<file path="src/rtl/mem_arb_pkg.sv">
`default_nettype none
// ============================================================================
// Module   : mem_arb_pkg
// Purpose  : Shared types, constants and helpers for the memory-port arbiter.
// Revision : 1.0 - initial release
// ============================================================================
package mem_arb_pkg;

  localparam logic [1:0] C_ST_IDLE  = 2'b00;
  localparam logic [1:0] C_ST_BURST = 2'b01;
  localparam logic [1:0] C_ST_DONE  = 2'b10;

  typedef enum logic [1:0] {
    ST_IDLE  = C_ST_IDLE,
    ST_BURST = C_ST_BURST,
    ST_DONE  = C_ST_DONE
  } arbState_t;

  typedef enum logic {
    GNT_INSTR = 1'b0,
    GNT_DATA  = 1'b1
  } grant_t;

  localparam int unsigned BURST_LEN_DEFAULT = 4;
  localparam int unsigned LINE_BYTES        = BURST_LEN_DEFAULT * 4;

  // Byte-offset mask of a line; callers truncate to their address width.
  function automatic logic [63:0] offsetMask(input int unsigned lineBytes);
    return 64'(lineBytes) - 64'd1;
  endfunction

endpackage
`default_nettype wire

</file>
<file path="src/rtl/mem_arb_rr_arb2.sv">
`default_nettype none
// ============================================================================
// Module   : rr_arb2
// Purpose  : Two-input round-robin picker; on a tie the side that did not win
//            last time is chosen.
// Revision : 1.0 - initial release
// ============================================================================
module rr_arb2
  import mem_arb_pkg::*;
(
  input  logic   reqInstr,
  input  logic   reqData,
  input  grant_t lastGrant,
  output logic   gntValid,
  output grant_t gnt
);

  assign gntValid = reqInstr | reqData;

  always_comb begin
    gnt = GNT_INSTR;
    if (reqInstr && reqData) begin
      gnt = (lastGrant == GNT_DATA) ? GNT_INSTR : GNT_DATA;
    end else if (reqData) begin
      gnt = GNT_DATA;
    end
  end

endmodule
`default_nettype wire

</file>
<file path="src/rtl/mem_arbiter.sv">
`default_nettype none
// ============================================================================
// Module   : mem_arbiter
// Purpose  : Shares one memory port between I-side refill and D-side
//            refill/writeback, sequencing line-aligned fixed-length bursts.
// Revision : 1.0 - initial release
// ============================================================================
module mem_arbiter
  import mem_arb_pkg::*;
#(
  parameter int unsigned BURST_LEN = BURST_LEN_DEFAULT,
  parameter int unsigned ADDR_W    = 32,
  parameter int unsigned DATA_W    = 32
) (
  input  logic              clk,
  input  logic              rst,
  input  logic              i_req,
  input  logic [ADDR_W-1:0] i_addr,
  output logic              i_rvalid,
  output logic [DATA_W-1:0] i_rdata,
  output logic              i_done,
  input  logic              d_req,
  input  logic              d_we,
  input  logic [ADDR_W-1:0] d_addr,
  input  logic [DATA_W-1:0] d_wdata,
  output logic              d_wready,
  output logic              d_rvalid,
  output logic [DATA_W-1:0] d_rdata,
  output logic              d_done,
  output logic              mem_req,
  output logic              mem_we,
  output logic [ADDR_W-1:0] mem_addr,
  output logic [DATA_W-1:0] mem_wdata,
  input  logic              mem_ready,
  input  logic [DATA_W-1:0] mem_rdata
);

  localparam int unsigned          C_LINE_BYTES  = BURST_LEN * 4;
  localparam int unsigned          C_BEAT_W      = (BURST_LEN > 1) ? $clog2(BURST_LEN) : 1;
  localparam logic [C_BEAT_W-1:0]  C_LAST_BEAT   = C_BEAT_W'(BURST_LEN - 1);
  localparam logic [ADDR_W-1:0]    C_OFFSET_MASK = ADDR_W'(offsetMask(C_LINE_BYTES));

  arbState_t           r_state;
  grant_t              r_grant;
  grant_t              r_lastGrant;
  logic                r_we;
  logic [ADDR_W-1:0]   r_base;
  logic [C_BEAT_W-1:0] r_beat;

  logic   w_pickValid;
  grant_t w_pick;
  logic   w_inBurst;
  logic   w_inDone;
  logic   w_beatDone;

  rr_arb2 u_rrArb (
    .reqInstr  (i_req),
    .reqData   (d_req),
    .lastGrant (r_lastGrant),
    .gntValid  (w_pickValid),
    .gnt       (w_pick)
  );

  always_ff @(posedge clk) begin
    if (!rst) begin
      r_state     <= ST_IDLE;
      r_grant     <= GNT_INSTR;
      r_lastGrant <= GNT_INSTR;
      r_we        <= 1'b0;
      r_base      <= '0;
      r_beat      <= '0;
    end else begin
      case (r_state)
        ST_IDLE: begin
          if (w_pickValid) begin
            r_grant <= w_pick;
            r_we    <= (w_pick == GNT_DATA) ? d_we : 1'b0;
            r_base  <= ((w_pick == GNT_DATA) ? d_addr : i_addr) & ~C_OFFSET_MASK;
            r_beat  <= '0;
            r_state <= ST_BURST;
          end
        end
        ST_BURST: begin
          if (mem_ready) begin
            r_beat <= r_beat + C_BEAT_W'(1);
            if (r_beat == C_LAST_BEAT) begin
              r_state <= ST_DONE;
            end
          end
        end
        ST_DONE: begin
          r_lastGrant <= r_grant;
          r_state     <= ST_IDLE;
        end
        default: begin
          r_state <= ST_IDLE;
        end
      endcase
    end
  end

  assign w_inBurst  = (r_state == ST_BURST);
  assign w_inDone   = (r_state == ST_DONE);
  assign w_beatDone = w_inBurst && mem_ready;

  // Everything is gated by state so the idle side and idle port read as zero.
  assign mem_req   = w_inBurst;
  assign mem_we    = w_inBurst && r_we;
  assign mem_addr  = w_inBurst ? (r_base + (ADDR_W'(r_beat) << 2)) : '0;
  assign mem_wdata = (w_inBurst && r_we) ? d_wdata : '0;

  assign i_rvalid = w_beatDone && (r_grant == GNT_INSTR);
  assign i_rdata  = i_rvalid ? mem_rdata : '0;
  assign i_done   = w_inDone && (r_grant == GNT_INSTR);

  assign d_rvalid = w_beatDone && (r_grant == GNT_DATA) && !r_we;
  assign d_wready = w_beatDone && (r_grant == GNT_DATA) && r_we;
  assign d_rdata  = d_rvalid ? mem_rdata : '0;
  assign d_done   = w_inDone && (r_grant == GNT_DATA);

endmodule
`default_nettype wire

</file>
<file path="config.mk">
export PLATFORM = sky130hd
export DESIGN_NAME = mem_arbiter
export DESIGN_NICKNAME = d
export VERILOG_FILES = /design/src/rtl/mem_arb_pkg.sv /design/src/rtl/mem_arb_rr_arb2.sv /design/src/rtl/mem_arbiter.sv
export SDC_FILE = /design/constraint.sdc
export NUM_CORES = 1
export LEC_CHECK = 0
export CELL_PAD_IN_SITES_DETAIL_PLACEMENT = 1
export CELL_PAD_IN_SITES_GLOBAL_PLACEMENT = 1
export CORE_MARGIN = 5
export CORE_UTILIZATION = 17
export CTS_CLUSTER_SIZE = 12
export DETAILED_ROUTE_END_ITERATION = 12
export GPL_TIMING_DRIVEN = 0
export PLACE_DENSITY_LB_ADDON = 0.1
export SYNTH_ARGS = -nofsm -noshare
export SYNTH_HDL_FRONTEND = slang
export SYNTH_SLANG_ARGS = --single-unit
</file>
<file path="constraint.sdc">
create_clock -name clk -period 1.2 [get_ports clk]
set_input_delay 0.24 -clock clk [delete_from_list [all_inputs] [get_ports clk]]
set_output_delay 0.24 -clock clk [all_outputs]
set_load 0.01 [all_outputs]
</file>
# Word-level counts from Yosys, hierarchy flattened
# Index checks and enable logic that the tools add are counted.
# W data, S select, Z words.
# word_totals
word_cells	47
reg_bits	35
out_inout_bits	135
# op_classes
muxes	16
n_eq_ne	6
n_reduce_logical	15
bitwise	2
add_sub_neg	2
# ops
operator	n
$mux W32	5
$add A32 B4 Y32	1
$mux W2	5
$logic_and A1 B1 Y1	9
$pmux W2 S2	2
$reduce_and A3 Y1	2
$eq A2 B2 Y1 const B	2
$mux W1	4
$ne A2 B1 Y1 const B	2
$add A2 B1 Y2 const B	1
$eq A2 B1 Y1 const B	1
$logic_not A2 Y1	1
$ne A2 B2 Y1 const B	1
$reduce_and A2 Y1	1
$reduce_bool A2 Y1	1
$logic_not A1 Y1	1
$not A1 Y1	1
$or A1 B1 Y1	1

# Logic depth before layout (Yosys ltp)
# Gate-level depths: netlist of the first run.
# depth
word_depth	5
mapped_depth	5
ltp_nobuf	4

# Hierarchy
# A second synthesis of the first run with hierarchy kept.
# hier_totals
cells_unflattened	311
area_unflattened_um2	2591.2
# modules_own_cells
module	n_inst	cells_per_inst	seq_area_each_um2	area_per_inst_um2
mem_arbiter	1	309	700.7	2577.5
rr_arb2	1	2	0.0	13.8

# Least setup slack after synthesis of the first run
# No wires, ideal clock.
# synth_timing
path_type	reg2out
start	register r_state[0]
end	output port i_rdata[22]
arrival_ns	1.137
slack_ns	-0.177
path_stages_with_launch	5
required_time_ns	0.960
path_cell_list	dfxtp_1 > nand2b_4 > nor3b_4 > buf_6 > and2_1
# synth_between
elab_chain_len	4
# synth_rtl
element	line_no	rtl
from (decl)	mem_arbiter.sv:43	arbState_t r_state;
from (signal assigned)	mem_arbiter.sv:66	r_state <= ST_IDLE;
from (signal assigned)	mem_arbiter.sv:80	r_state <= ST_BURST;
from (signal assigned)	mem_arbiter.sv:87	r_state <= ST_DONE;
$eq A2 B1 Y1	mem_arbiter.sv:102	assign w_inBurst = (r_state == ST_BURST);
$logic_and A1 B1 Y1	mem_arbiter.sv:104	assign w_beatDone = w_inBurst && mem_ready;
$logic_and A1 B1 Y1	mem_arbiter.sv:112	assign i_rvalid = w_beatDone && (r_grant == GNT_INSTR);
via i_rvalid	mem_arbiter.sv:19	output logic i_rvalid,
$mux W32	mem_arbiter.sv:113	assign i_rdata = i_rvalid ? mem_rdata : '0;
to (decl)	mem_arbiter.sv:20	output logic [DATA_W-1:0] i_rdata,
# The timed path passes the listed nets, and every way through them passes these cells.

# Final worst setup path of the first run
# layout_timing
start	register r_state[1]
end	output port mem_addr[3]
# layout_between
elab_chain_len	2
# layout_rtl
element	line_no	rtl
$eq A2 B1 Y1	mem_arbiter.sv:102	
$mux W32	mem_arbiter.sv:109	assign mem_addr = w_inBurst ? (r_base + (ADDR_W'(r_beat) << 2)) : '0;
to (decl)	mem_arbiter.sv:32	output logic [ADDR_W-1:0] mem_addr,
# Every way passes these cells.

==> flow_metrics.env, run 1 <==
export IMPL_outcome="complete, but fails checks"
export IMPL_violations="negative setup slack"
export IMPL_ir_drop_mv=0.5558
export IMPL_dp_cells=795
export IMPL_cts_max_level=2
export IMPL_end_kind="output port"
export IMPL_dieArea_um2=17980
export IMPL_cp_data_required_time_ps=960
export IMPL_antenna_found_initial=0
export IMPL_routed_wirelength_um=16210
export IMPL_portBuffers=258
export IMPL_final_common_cell="buf_6"
export IMPL_place_area_um2=5598
export IMPL_multiInputGateArea_um2=2138
export IMPL_core_area_um2=15150
export IMPL_dp_hpwl_um=12210
export IMPL_stdcell_area_um2=6785
export IMPL_syn_area_um2=2618
export IMPL_cts_hold_buf=0
export IMPL_grt_pass1_vias=3919
export IMPL_layout_nets=786
export IMPL_rsz0062_at_grt="true"
export IMPL_cts_tree="done"
export IMPL_yosysWarnings=0
export IMPL_seqCellArea_um2=710.7
export IMPL_cts_sinks=35
export IMPL_post_route_min_period_ps=1862
export IMPL_synth_edf_count=0
export IMPL_place_congestion=0.7613
export IMPL_ys_flop_type="dfxtp_1"
export IMPL_wl_per_cell_um=19.32
export IMPL_cp_start_kind="flop"
export IMPL_post_route_period_util_pct=155.2
export IMPL_num_fill_cells=1717
export IMPL_syn_area_per_cell_um2=7.522
export IMPL_worstMarginPinSlew_ps=573.6
export IMPL_final_hold_viol_count=0
export IMPL_final_cells=839
export IMPL_ioPinCount=269
export IMPL_grt_max_degree=12
export IMPL_clk_latency_ps=280
export IMPL_insertedDiodeCount=0
export IMPL_num_vias=3670
export IMPL_grt_overflow_total=0
export IMPL_hold_ws_ps=469.2
export IMPL_grt_pass1_wl_um=23760
export IMPL_clk_path_buf_depth=2
export IMPL_synthArstFlopShare_pct=0
export IMPL_syn_to_final_growth_pct=159.2
export IMPL_synth_ff_latch_count=35
export IMPL_die_w_um=134.1
export IMPL_drt_drc_violations_left=0
export IMPL_crit_type="flop to output port"
export IMPL_clkTransAtPathRegs_ps=50
export IMPL_numCtsBuffers=5
export IMPL_initial_core_util_pct=17.28
export IMPL_p_leak_nw=2.970
export IMPL_drtPass1Iterations=4
export IMPL_slew_viol_final=0
export IMPL_clockRootBuffer="clkbuf_16"
export IMPL_cp_max_fo=5
export IMPL_setup_viol=166
export IMPL_hold_path_class="input port to flop"
export IMPL_layout_common_cells="buf_6 (136), clkdlybuf4s50_1 (123), and2_4 (81), nand2_1 (60), and3_4 (32)"
export IMPL_fin_worst_skew_ps=7.122
export IMPL_synth_cells=348
export IMPL_num_rows=45
export IMPL_timing_final_ws_setup_ps=-661.8
export IMPL_relSlewSlack_pct=61.76
export IMPL_arrival_ps=1620
export IMPL_via_per_inst=4.374
export IMPL_max_freq_mhz=537.1
export IMPL_die_y_um=134.1
export IMPL_max_cap_viol_count=0
export IMPL_yosysSeqAreaShare_pct=26.77
export IMPL_drtIter0Drc=45
export IMPL_grt_total_usage_pct=16.72
export IMPL_power_density_nw_per_um2=668.9
export IMPL_ant_nets=0
export IMPL_drive_above_1_share_pct=54.53
export IMPL_synth_distinct_cells=33
routing by layer:
| layer | wire, um | vias to the layer above | GRT usage [%] |
|---|---|---|---|
| met5 | 0 | - | 0 |
| met4 | 211 | 0 | 2.828 |
| met3 | 1135 | 13 | 4.314 |
| met2 | 8326 | 157 | 31.13 |
| met1 | 6535 | 1709 | 19.51 |
| li1 | - | 1791 | - |
sequential cells by signal, summed over array words and instances (netlist names):
name / flops
r_we: 1
r_base: 28
r_grant: 1
r_beat: 2
r_lastGrant: 1
r_state: 2
where the power goes:
group / internal [mW] / total [mW] / switching (mW)
clock network: 0.758 / 1.25 / 0.493
logic: 1.18 / 1.95 / 0.768
registers: 1.27 / 1.33 / 0.0664
total: 3.21 / 4.54 / 1.33
metrics by stage:
| step | setup slack, ps | utilization (%) | power [mW] | TNS [ps] |
|---|---|---|---|---|
| finish | -661.8 | 44.80 | 4.539 | -83120 |
| CTS | -660.7 | 42.78 | 4.448 | -82800 |
| global route | -705.7 | 44.80 | 4.778 | -91360 |
| global placement | -1204 | 36.96 | 2.845 | -144650 |
| detailed placement | -1251 | 36.96 | 2.866 | -148070 |
| floorplan | -126.2 | - | 1.984 | -8546 |
cells in the mapped netlist, types with 2 or more instances:
library cell  count  area share (%)
and2_1           95              23
nand2_1          61             8.7
dfxtp_1          35              27
a21oi_1          32             6.1
and3_1           32             7.6
a311oi_1         19             6.4
clkbuf_1         11             1.6
a311oi_2          9             5.2
buf_2             9             1.7
buf_4             8             2.3
nor2_1            5            0.72
buf_6             4             1.7
o21ai_0           3            0.57
clkbuf_2          2            0.38
inv_1             2            0.29
nand2b_1          2            0.48
nand3_1           2            0.38
o22ai_1           2            0.48
timing repair:
action / in CTS / in global routing
hold endpoints to repair: 0 / 0
endpoints found under the setup margin: 167 / 167
setup buffers: 23 / 6
pin swaps: 40 / 16
gates resized for setup: 784 / 67
cloned: 9 / 4
path summary, 6_finish.rpt:
kind                                         startpoint                      end  slack, ps  cells past startpoint
worst max-delay path            r_state[1]$_SDFFE_PN0P_              mem_addr[3]       -660                      7
worst min-delay path                          mem_ready  r_state[1]$_SDFFE_PN0P_        470                      3
worst max register to register  r_state[1]$_SDFFE_PN0P_  r_base[27]$_SDFFE_PN0P_       -270                      7
worst min register to register   r_beat[1]$_SDFFE_PN0P_   r_beat[1]$_SDFFE_PN0P_        520                      2
final cells by class:
| cell class | count | share of cell area, % |
|---|---|---|
| inverters | 2 | 0.1660 |
| plain buffers | 34 | 5.827 |
| clock inverters | 1 | 0.1106 |
| repair buffers | 295 | 46.43 |
| flip-flops and latches | 35 | 10.47 |
| clock buffers | 6 | 1.899 |
| well taps | 188 | 3.467 |
| repair inverters | 1 | 0.1106 |
| multi-input cells | 277 | 31.51 |
critical path, cell delays in order (launching register included):
cell	delay, ps
dfxtp_4	340
nand2b_4	180
clkinvlp_4	170
buf_8	160
buf_6	120
buf_6	110
and2_4	140
buf_6	120
cell families (layout without fill, tap and decap cells):
logic type / Yosys count / count (layout) / synth area share (%)
fa+ha+maj: 1 / 1 / 0.4779
compound gates: 68 / 68 / 19.65
simple gates: 206 / 206 / 44.41
buf+inv: 37 / 339 / 8.556
other cells: 1 / 2 / 0.1433
flops: 35 / 35 / 26.77
Note: power is estimated with default switching activity, not from simulation.
==> inputs of run 2 (changes only) <==
--- a/config.mk
+++ b/config.mk
@@ -13,6 +13,7 @@
 export DETAILED_ROUTE_END_ITERATION = 12
 export GPL_TIMING_DRIVEN = 0
 export PLACE_DENSITY_LB_ADDON = 0.1
+export SETUP_SLACK_MARGIN = 0.2
 export SYNTH_ARGS = -nofsm -noshare
 export SYNTH_HDL_FRONTEND = slang
 export SYNTH_SLANG_ARGS = --single-unit
==> run 2 against run 1 <==
Effect of this change: the flow still finishes with violations (negative setup slack); largest power group unchanged; cell count grew 1.8%; die area is the same; design area grew 3.8%; core utilization grew 1.7 points; clock-buffer cell count grew 1; flip-flop and latch count is the same; register-to-register slack lost 270 ps; via count grew 2.4%; critical path type unchanged; clock power grew 8%; critical path depth shrank 1; sequential share of layout area shrank 0.35 points; highest routed layer unchanged; clock skew grew 3.8 ps; largest cell class unchanged.
==> flow_metrics.env, run 2 (same netlist as run 1, synthesis figures left out) <==
export IMPL_outcome="complete, but fails checks"
export IMPL_violations="negative setup slack"
export IMPL_die_w_um=134.1
export IMPL_num_vias=3758
export IMPL_cts_sinks=35
export IMPL_crit_type="flop to output port"
export IMPL_hold_path_class="input port to flop"
export IMPL_antenna_found_initial=0
export IMPL_timing_final_ws_setup_ps=-659.1
export IMPL_rrSetupSlack_ps=-540
export IMPL_clockRootBuffer="clkbuf_16"
export IMPL_path_cells="nand2b_4, clkinvlp_4, buf_8, buf_6, and3_4, buf_6"
export IMPL_dp_hpwl_um=12270
export IMPL_via_per_inst=4.400
export IMPL_largest_reg_flops=28
export IMPL_insertedDiodeCount=0
export IMPL_drtIter0Drc=82
export IMPL_max_cap_viol_count=0
export IMPL_place_congestion=0.7637
export IMPL_arrival_ps=1620
export IMPL_relSlewSlack_pct=53.98
export IMPL_drtPass1Iterations=6
export IMPL_critical_path_max_stage_delay_ps=340
export IMPL_max_flop_register="r_base"
export IMPL_place_area_um2=5633
export IMPL_ir_drop_mv=0.5973
export IMPL_clk_path_buf_depth=2
export IMPL_holdCritStartpoint="mem_ready"
export IMPL_initial_core_util_pct=17.28
export IMPL_clkTransAtPathRegs_ps=50
export IMPL_cp_start_kind="flop"
export IMPL_syn_to_final_growth_pct=169.1
export IMPL_layout_nets=800
export IMPL_reg_top3="r_base (28), r_beat (2), r_state (2)"
export IMPL_core_area_um2=15150
export IMPL_layout_common_cells="buf_6 (160), clkdlybuf4s50_1 (124), and2_4 (85), nand2_1 (60), and3_4 (32)"
export IMPL_num_rows=45
export IMPL_hold_path_end="r_state[1]$_SDFFE_PN0P_"
export IMPL_rr_startpoint="r_state[1]$_SDFFE_PN0P_"
export IMPL_p_int_mw=3.378
export IMPL_slew_viol_final=0
export IMPL_grt_total_usage_pct=17.06
export IMPL_grt_pass1_vias=4008
export IMPL_cts_tree="done"
export IMPL_power_density_nw_per_um2=679.7
export IMPL_portBuffers=258
export IMPL_reg2reg_depth=10
export IMPL_grt_pass1_wl_um=24090
export IMPL_final_hold_viol_count=0
export IMPL_cts_hold_buf=0
export IMPL_ant_nets=0
export IMPL_drt_drc_violations_left=0
export IMPL_numCtsBuffers=5
export IMPL_rsz0062_at_grt="true"
export IMPL_cp_data_required_time_ps=960
export IMPL_crit_slowest_cell="dfxtp_4"
export IMPL_setup_viol=167
export IMPL_dieArea_um2=17980
export IMPL_switching_share_pct=29.43
export IMPL_fin_worst_skew_ps=10.96
export IMPL_end_kind="output port"
export IMPL_cp_max_fo=6
export IMPL_dp_slack_ps=-1252
export IMPL_grt_max_degree=12
export IMPL_grt_overflow_total=0
export IMPL_power_switching_mw=1.409
export IMPL_clk_latency_ps=280
export IMPL_final_common_cell="buf_6"
export IMPL_seqPwrFrac_pct=28.0
export IMPL_post_route_period_util_pct=154.9
export IMPL_hold_path_depth=3
export IMPL_r2r_end="r_base[17]$_SDFFE_PN0P_"
export IMPL_stdcell_area_um2=7044
export IMPL_power_frac_comb_pct=43.7
export IMPL_cpMostUsedCell="buf_6"
export IMPL_wl_per_cell_um=19.44
export IMPL_p_clk_share_pct=28.3
export IMPL_post_route_min_period_ps=1859
export IMPL_drive_above_1_share_pct=57.51
export IMPL_ioPinCount=269
export IMPL_cts_max_level=2
export IMPL_max_freq_mhz=537.9
export IMPL_p_leak_nw=3.064
export IMPL_die_y_um=134.1
export IMPL_routed_wirelength_um=16600
export IMPL_worstMarginPinSlew_ps=690.4
-- run 2: changes by cell type in the layout (fill, tap and decap cells not counted), moves of 2 or more --
cell,delta
buf_6,+24
clkbuf_2,-2
and2_1,-4
clkbuf_8,+2
buf_2,-5
a311oi_1,-8
nor2_2,+2
buf_4,-5
nor2_1,-2
buf_8,+2
a311oi_2,+8
and2_4,+4
clkbuf_16,-2
-- run 2: worst max path at each step --
stage	startpoint	end
global placement	mem_ready	d_rdata[12]
CTS	r_state[1]$_SDFFE_PN0P_	mem_wdata[0]
global route	r_state[1]$_SDFFE_PN0P_	mem_wdata[5]
floorplan	r_state[1]$_SDFFE_PN0P_	i_rdata[22]
finish	r_state[1]$_SDFFE_PN0P_	mem_wdata[5]
detailed placement	mem_ready	d_rdata[12]
-- run 2: metrics by stage --
step / hold slack (ps) / std cells / power [mW] / TNS, ps / utilization [%]
6_report: 428.9 / 854 / 4.788 / -92100 / 46.51
5_1_grt: 443.2 / 854 / 5.016 / -101600 / 46.51
3_3_place_gp: 482.3 / 795 / 2.859 / -144470 / 37.19
4_1_cts: 422.4 / 844 / 4.663 / -91680 / 43.92
3_5_place_dp: 500.9 / 795 / 2.887 / -147290 / 37.19
2_1_floorplan: 356.8 / 349 / 1.998 / -9527 / -
-- run 2: what timing repair did --
item / in CTS / in global routing
gates resized for setup: 794 / 88
endpoints found under the setup margin: 167 / 167
pin swaps: 49 / 24
gates cloned: 12 / 3
buffers inserted: 29 / 7
-- run 2: power groups by stage --
| stage | logic [mW] | registers [mW] | clock network (mW) |
|---|---|---|---|
| after global routing | 2.23 | 1.36 | 1.43 |
| after global placement | 1.51 | 1.35 | 0 |
| after CTS | 1.95 | 1.34 | 1.38 |
| after floorplan | 0.662 | 1.34 | 0 |
| final | 2.09 | 1.34 | 1.35 |
| after detailed placement | 1.53 | 1.35 | 0 |
-- run 2: layer usage --
| layer | track usage, % | part of all wire, % | up-vias |
|---|---|---|---|
| met1 | 19.71 | 41 | 1781 |
| met2 | 32.82 | 53 | 150 |
| li1 | - | - | 1819 |
| met5 | 0 | 0 | - |
| met4 | 1.867 | 0.45 | 0 |
| met3 | 4.014 | 6.5 | 8 |
-- run 2: cell type report --
| type | count | area (um2) |
|---|---|---|
| buffer | 35 | 390.4 |
| clock buffer | 7 | 142.6 |
| clock inverter | 1 | 8.758 |
| fill | 1740 | 8102 |
| inverter | 2 | 11.26 |
| multi-input combinational | 277 | 2196 |
| sequential | 35 | 713.2 |
| tap | 188 | 235.2 |
| timing repair buffer | 307 | 3332 |
| timing repair inverter | 2 | 15.01 |
-- run 2: worst max-delay path: cells and delay by family, from the launching register on --
kind | cells | cell delay (ps)
buffers and inverters | 4 | 630
flip-flops | 1 | 340
AND/OR/NAND/NOR | 2 | 370
